`config.mk`:
```
export PLATFORM = sky130hd
export DESIGN_NAME = sprite_line_renderer
export DESIGN_NICKNAME = d
export VERILOG_FILES = /design/src/rtl/sprite_line_renderer.sv
export SDC_FILE = /design/constraint.sdc
export NUM_CORES = 1
export LEC_CHECK = 0
export BUFFER_PORTS_ARGS = -buffer_cell sky130_fd_sc_hd__buf_2
export CAP_MARGIN = 20
export CORE_UTILIZATION = 41
export CTS_CLUSTER_DIAMETER = 80
export DETAILED_ROUTE_END_ITERATION = 10
export PLACE_DENSITY_LB_ADDON = 0.2
export SYNTH_ARGS = -nofsm -noshare
export SYNTH_HDL_FRONTEND = slang
export SYNTH_SLANG_ARGS = --single-unit
```
`constraint.sdc`:
```
create_clock -name clk -period 2.31 [get_ports clk]
set_input_delay 0.1155 -clock clk [delete_from_list [all_inputs] [get_ports clk]]
set_output_delay 0.1155 -clock clk [all_outputs]
set_load 0.01 [all_outputs]
```
`src/rtl/sprite_line_renderer.sv`:
```
// Single-sprite scanline engine: fetches one bitmap row from a sync ROM in hblank, then serialises it
// as 1-bit gfx at sprite_x (flip/mirror/2x scale); gfx/active lag hpos by one clock, no backpressure.
module sprite_line_renderer #(
    parameter int W         = 8,
    parameter int H         = 16,
    parameter int AW        = 4,
    parameter int LOAD_HPOS = 256
) (
    input  logic          clk,
    input  logic          reset,
    input  logic [8:0]    hpos,
    input  logic [8:0]    vpos,
    input  logic          display_on,
    input  logic          enable,
    input  logic [8:0]    sprite_x,
    input  logic [8:0]    sprite_y,
    input  logic          hflip,
    input  logic          vflip,
    input  logic          mirror,
    input  logic          scale,
    output logic          rom_rd,
    output logic [AW-1:0] rom_addr,
    input  logic [W-1:0]  rom_data,
    output logic          gfx,
    output logic          active
);
    localparam int PCW = $clog2(4 * W) + 1;
    localparam int IW  = (W > 1) ? $clog2(W) : 1;

    typedef enum logic [2:0] {IDLE, CHECK, FETCH, LATCH, ARMED, DRAW} state_t;

    state_t         state_q;
    logic [W-1:0]   row_q;
    logic [8:0]     x_q;
    logic           mirror_q;
    logic           scale_q;
    logic [PCW-1:0] pc_q;
    logic           rom_rd_q;
    logic [AW-1:0]  rom_addr_q;
    logic           gfx_q;
    logic           active_q;

    logic [8:0]     line_y;
    logic [8:0]     dy;
    logic           in_range;
    logic [8:0]     r;
    logic [AW-1:0]  fetch_addr;
    logic [W-1:0]   row_d;
    logic           at_load;
    logic           at_start;
    logic [PCW-1:0] cur_pc;
    logic [PCW-1:0] p;
    logic [PCW-1:0] bit_idx;
    logic [PCW-1:0] ew_last;
    logic           pix;

    // Row selection for the line after the current one; dy is modular so sprites wrap past line 511.
    always_comb begin
        line_y     = vpos + 9'd1;
        dy         = line_y - sprite_y;
        in_range   = scale ? ({1'b0, dy} < 10'(2 * H)) : ({1'b0, dy} < 10'(H));
        r          = scale ? {1'b0, dy[8:1]} : dy;
        fetch_addr = vflip ? AW'(H - 1) - AW'(r) : AW'(r);
        row_d      = rom_data;
        for (int i = 0; i < W; i++) begin
            row_d[i] = hflip ? rom_data[W-1-i] : rom_data[i];
        end
    end

    // Pixel 0 is emitted on the ARMED->DRAW edge so gfx trails the matching hpos by one clock.
    always_comb begin
        at_load  = (hpos == 9'(LOAD_HPOS));
        at_start = (hpos == x_q) && ({1'b0, x_q} < 10'(LOAD_HPOS));
        cur_pc   = (state_q == DRAW) ? pc_q : '0;
        p        = scale_q ? (cur_pc >> 1) : cur_pc;
        bit_idx  = (p < PCW'(W)) ? PCW'(W - 1) - p : p - PCW'(W);
        pix      = row_q[IW'(bit_idx)];
        case ({mirror_q, scale_q})
            2'b00:   ew_last = PCW'(W - 1);
            2'b11:   ew_last = PCW'(4 * W - 1);
            default: ew_last = PCW'(2 * W - 1);
        endcase
    end

    always_ff @(posedge clk or posedge reset) begin
        if (reset) begin
            state_q    <= IDLE;
            row_q      <= '0;
            x_q        <= '0;
            mirror_q   <= 1'b0;
            scale_q    <= 1'b0;
            pc_q       <= '0;
            rom_rd_q   <= 1'b0;
            rom_addr_q <= '0;
            gfx_q      <= 1'b0;
            active_q   <= 1'b0;
        end else begin
            rom_rd_q <= 1'b0;
            gfx_q    <= 1'b0;
            active_q <= 1'b0;
            case (state_q)
                IDLE: begin
                    if (at_load) state_q <= CHECK;
                end
                CHECK: begin
                    if (enable && in_range) begin
                        state_q    <= FETCH;
                        rom_rd_q   <= 1'b1;
                        rom_addr_q <= fetch_addr;
                    end else begin
                        state_q <= IDLE;
                    end
                end
                FETCH: state_q <= LATCH;
                LATCH: begin
                    row_q    <= row_d;
                    x_q      <= sprite_x;
                    mirror_q <= mirror;
                    scale_q  <= scale;
                    state_q  <= ARMED;
                end
                ARMED: begin
                    if (at_load) begin
                        state_q <= CHECK;
                    end else if (at_start) begin
                        gfx_q    <= display_on & pix;
                        active_q <= 1'b1;
                        pc_q     <= PCW'(1);
                        state_q  <= (ew_last == '0) ? IDLE : DRAW;
                    end
                end
                DRAW: begin
                    if (at_load) begin
                        state_q <= CHECK;
                    end else begin
                        gfx_q    <= display_on & pix;
                        active_q <= 1'b1;
                        pc_q     <= pc_q + PCW'(1);
                        if (pc_q == ew_last) state_q <= IDLE;
                    end
                end
                default: state_q <= IDLE;
            endcase
        end
    end

    assign rom_rd   = rom_rd_q;
    assign rom_addr = rom_addr_q;
    assign gfx      = gfx_q;
    assign active   = active_q;
endmodule

```
Word-level counts from Yosys, hierarchy flattened:

Cells that the tools add are included.

* input port bits: 52
* RAM bits: 0
* flip-flop bits (word level): 35
* memories: 0
* bits in latches: 0
* ROM bits: 0
* word-level logic and storage cells: 85

* reductions and logical operators: 9
* add/sub/neg operators: 6
* muxes and demuxes: 39
* order comparisons: 5
* divide/modulo/power cells: 0
* bitwise operators: 1
* shift operators: 0
* $mul: 0
* equality and inequality tests: 15

Operators with widths (number)
* 6-bit 2-to-1 mux: 5
* 3-bit 2-to-1 mux: 7
* 1-bit 2-to-1 mux: 18
* 3-bit case mux with 6 select lines: 1
* 6-bit case mux with 2 select lines: 1
* 5-bit case mux with 2 select lines: 1
* 9-bit by 1-bit adder with 9-bit output, second input constant: 1
* 9-bit equality test: 1
* 9-bit equality test, second input constant: 1
* 9-bit by 5-bit less-than comparator with 1-bit output, second input constant: 1
* 9-bit by 6-bit less-than comparator with 1-bit output, second input constant: 1
* 9-bit less-than comparator, second input constant: 1
* 9-bit subtractor: 1
* 4-bit 2-to-1 mux: 2
* 2-bit inequality test, second input constant: 4
* 6-bit by 1-bit adder with 6-bit output, second input constant: 1
* 3-bit by 2-bit equality test with 1-bit output, second input constant: 2
* 3-bit equality test, second input constant: 2
* 6-bit equality test: 1
* 6-bit zero test: 1
* 6-bit by 4-bit less-than comparator with 1-bit output, second input constant: 1
* 3-bit by 4-bit less-than comparator with 1-bit output, second input constant: 1
* 1-bit case mux with 2 select lines: 2
* 4-bit AND reduction: 1
* 16 further kinds: 17

Longest topological paths before layout:

* word-level depth: 11
* gate-level depth with buffers: 11
* mapped depth without buffers: 11

Least setup slack after synthesis:

Ideal clock, no wire load.

* kind: input-to-reg
* from: in vpos[1]
* to: reg rom_addr_q[0] (netlist: rom_addr[0])
* data arrival time: 2143 ps
* path slack: 42 ps
* required time: 2185 ps
* buffers on the path: 0
* stages on the path: 11
* path through: inv_1 > ha_1 > inv_1 > ha_1 > fa_1 > nand3_1 > nand2_1 > nor3_1 > o221ai_2 > nor3_4 > mux2_2

* cells in the longest elaborated chain, start to end: 6
* elaborated cells between the ends (all ways): 10

Ends and longest elaborated chain
* start, declared: line 12 `input logic [8:0] vpos,`
* 9-bit by 1-bit adder with 9-bit output *: line 59 `line_y = vpos + 9'd1;`
* 9-bit subtractor *: line 60 `dy = line_y - sprite_y;`
* 9-bit by 5-bit less-than comparator with 1-bit output / 9-bit by 6-bit less-than comparator with 1-bit output (equally long branches): line 61 `in_range = scale ? ({1'b0, dy} < 10'(2 * H)) : ({1'b0, dy} < 10'(H));`
* 1-bit 2-to-1 mux: line 61
* 1-bit logical AND: line 106 `if (enable && in_range) begin`
* 2-bit AND reduction (no line)
* end signal, assigned: line 109 `rom_addr_q <= fetch_addr;`
* end, declared: line 39 `logic [AW-1:0] rom_addr_q;`

Mark *: on every way between the ends. The rest lies on a longest branch, timed or not.
A chain may end at the register's enable or synchronous reset.

Worst setup path in the final report:

Same ends and word-level chain as after synthesis.

==> flow_metrics.py <==
metrics = {
    "outcome": {
        "outcome": "complete, no violations",
    },
    "route": {
        "firstDrtPassIters": 4,
        "drt_iter0_drc": 86,
        "vias": 2020,
        "vias_per_cell": 5.193,
        "routed_wl_um": 4661,
        "ant_nets": 0,
        "drc": 0,
        "wire_per_inst_um": 11.98,
    },
    "clocking": {
        "root_buffer": "clkbuf_8",
        "cts_made_buffers": 5,
        "clock_sinks": 35,
        "cts_buffer_depth": 2,
        "cts_tree": "yes",
        "insertion_delay_ns": 0.29,
        "htreeDepth": 2,
        "clkTransAtPathRegs_ns": 0.08,
    },
    "setup_path": {
        "slowest_stage": "mux2_2",
        "critical_path_class": "primary input to flop",
        "required_ns": 2.49,
        "crit_fanout": 6,
        "crit_family": "adder cells",
        "crit_chain": "buf_2 -> inv_1 -> ha_1 -> inv_1 -> ha_1 -> fa_1 -> nand3_1 -> buf_4 -> a221oi_1 -> o221ai_2 -> nor3_4 -> mux2_2",
        "end_kind": "flop",
        "arrival_ns": 2.31,
        "cpPeakStageDelay_ns": 0.37,
        "critPathLaunchType": "primary input",
        "cp.buffers_inverters": 4,
        "startpoint": "vpos[1]",
        "r2r-start": "x_q[5]",
    },
    "logic_synthesis": {
        "syn_area_per_cell_um2": 9.697,
        "ys_seq_elements": 35,
        "synth_edf_count": 0,
        "synth_top_flop_cell": "dfrtp_1",
        "ys_seq_area_frac": 0.3642,
        "synth-async-reset-ratio": 1.000,
        "synthCells": 248,
        "synth_nets": 317,
        "syn_area_um2": 2405,
        "yosys.cell_types.count": 47,
        "ys_warn_count": 0,
    },
    "global_routing": {
        "grt_util_all_layers": 0.1663,
        "grt_start_max_net_pins": 36,
        "grt_pass1_wl_um": 8190,
        "first_global_vias": 1947,
        "grt.overflow.total": 0,
        "antenna_found_initial": 0,
    },
    "die": {
        "die-area_um2": 6176,
        "start_util": 0.4314,
        "pin_count": 59,
        "core_um2": 5574,
        "die_x_um": 78.59,
        "fp.dieH_um": 78.59,
        "row_count": 27,
    },
    "timing": {
        "worst_pin_slew_ns": 0.6106,
        "slew_headroom": 0.5917,
        "worst_slack_ns": 0.1822,
        "hold_violations": 0,
        "rsz0062_at_grt": "no",
        "maxSlewViolCount": 0,
        "period_share": 0.9211,
        "fin_skew_ns": 0.009343,
        "period_needed_ns": 2.128,
        "finalSetupViolCount": 0,
        "fmax_mhz": 470.0,
    },
    "pwr": {
        "total_power_mw": 1.919,
        "peakVddDrop_v": 0.0003497,
        "power_leakage_nw": 1.440,
        "power.density_nw_per_um2": 651.7,
    },
    "cells_and_area": {
        "final_cells": 389,
        "drive_above_1_share": 0.3281,
        "nets": 385,
        "diodes": 0,
        "areaGrowthSynthToFinish_pct": 22.42,
        "fillers": 573,
    },
    "placed_design": {
        "port-buffer-count": 58,
        "dp_cells": 380,
        "hpwl_um": 3702,
        "gp_congestion": 0.7701,
        "pre_cts_ws_ns": -0.2041,
    },
    "hold_path": {
        "min_from": "sprite_x[0]",
        "worstHoldPathType": "primary input to flop",
    },
    "job": {
        "drv_cap": 0,
    },
}
-- cell usage after synthesis, types with 3 or more instances --
| library cell | instances | area [µm²] |
|---|---|---|
| nor4_1 | 4 | 25.02 |
| dfrtp_1 | 35 | 875.8 |
| o21ai_0 | 15 | 75.07 |
| nor3_1 | 9 | 45.04 |
| xor2_1 | 11 | 96.34 |
| mux2i_1 | 14 | 140.1 |
| nand3_1 | 12 | 60.06 |
| clkbuf_1 | 6 | 22.52 |
| nor2_1 | 13 | 48.80 |
| mux2_2 | 17 | 191.4 |
| xnor2_1 | 10 | 87.58 |
| ha_1 | 16 | 200.2 |
| a31oi_1 | 3 | 18.77 |
| inv_1 | 19 | 71.32 |
| nand2_1 | 13 | 48.80 |
| a21oi_1 | 11 | 55.05 |
-- through the flow --
stage | TNS, ns | hold WS [ns] | util | area [µm²]
2_1_floorplan | 0 | 0.2661 | - | 2405
3_3_place_gp | -0.5376 | 0.2393 | 0.5077 | 2830
3_5_place_dp | -0.7961 | 0.2457 | 0.5077 | 2830
4_1_cts | 0 | 0.04769 | 0.5273 | 2939
5_1_grt | 0 | 0.04448 | 0.5282 | 2944
6_report | 0 | 0.05349 | 0.5282 | 2944
-- layer usage --
| metal | share of wire | track usage | routed length [µm] |
|---|---|---|---|
| met4 | 0.011 | 0.05000 | 51 |
| met5 | 0 | 0 | 0 |
| met2 | 0.44 | 0.2722 | 2041 |
| met3 | 0.051 | 0.04070 | 238 |
| met1 | 0.50 | 0.2151 | 2329 |
-- logic make-up (layout without fill, tap and decap cells) --
kind of cell / after synthesis / count (layout) / synth area share
muxes: 31 / 31 / 0.1379
AOI/OAI and AO/OA: 48 / 48 / 0.1348
buffers and inverters: 30 / 99 / 0.05151
xor gates and xnor gates: 21 / 21 / 0.07648
adders and majority gates: 17 / 17 / 0.09157
DFF: 35 / 35 / 0.3642
and+or+nand+nor: 66 / 66 / 0.1436
-- state kept, by name (all words and copies together) (netlist names) --
register and flops:
x_q 9, row_q 8, pc_q 6, rom_addr 4, state_q 3, active 1, gfx 1, mirror_q 1
rom_rd 1, scale_q 1
-- repair_timing --
| action | in CTS | in global routing |
|---|---|---|
| resized for setup | 0 | 1 |
| hold endpoints to repair | 35 | 0 |
| setup endpoints to repair | 0 | 4 |
| hold buffers | 1 | 0 |
| setup buffers | 0 | 0 |
-- path summary, 6_finish.rpt --
kind	endpoint	slack [ns]	cells after the start
worst min register to register	row_q[0]	0.48	2
worst min-delay path	x_q[0]	0.05	2
worst max register to register	pc_q[0]	0.27	5
max in group asynchronous	pc_q[3]	1.53	4
worst max-delay path	rom_addr[0]	0.18	12
min in group asynchronous	x_q[0]	0.46	4
-- cells in the final DEF, fill, tap and decap left out, types with 2 or more instances in the layout --
| cell type | synthesis | final |
|---|---|---|
| or2_2 | 2 | 2 |
| clkbuf_8 | 0 | 6 |
| o21ai_1 | 2 | 2 |
| dfrtp_1 | 35 | 35 |
| xor2_1 | 11 | 11 |
| o221ai_1 | 2 | 2 |
| a211oi_1 | 2 | 2 |
| mux2i_1 | 14 | 14 |
| nor2_1 | 13 | 13 |
| nor4_1 | 4 | 4 |
| ha_1 | 16 | 16 |
| xnor2_1 | 10 | 10 |
| o21ai_0 | 15 | 15 |
| nor3_1 | 9 | 8 |
| nor3b_1 | 2 | 2 |
| buf_2 | 2 | 58 |
| a21oi_1 | 11 | 11 |
| inv_1 | 19 | 19 |
| mux2_2 | 17 | 17 |
| nand4b_1 | 2 | 2 |
| o311a_1 | 2 | 2 |
| nand2b_1 | 2 | 2 |
| nand2_1 | 13 | 13 |
| nand3_1 | 12 | 12 |
| buf_4 | 0 | 13 |
| a31oi_1 | 3 | 3 |
-- cell type report --
type                    instances  area, µm²  share of cell area
clock buffers                   6      82.58             0.02805
well taps                      72      90.09             0.03060
inverters                      19      71.32             0.02422
multi-input cells             183       1410              0.4790
repair buffers                 72      397.9              0.1351
flip-flops and latches         35      875.8              0.2975
clock inverters                 2      16.27            0.005525
-- power breakdown --
group	leakage, nW	internal, mW	switching [mW]	total (mW)
Clock	0.0474	0.243	0.228	0.472
Sequential	0.408	0.679	0.126	0.805
Combinational	0.984	0.314	0.327	0.642
Total	1.44	1.24	0.682	1.92
(Power assumes the default switching activity.)
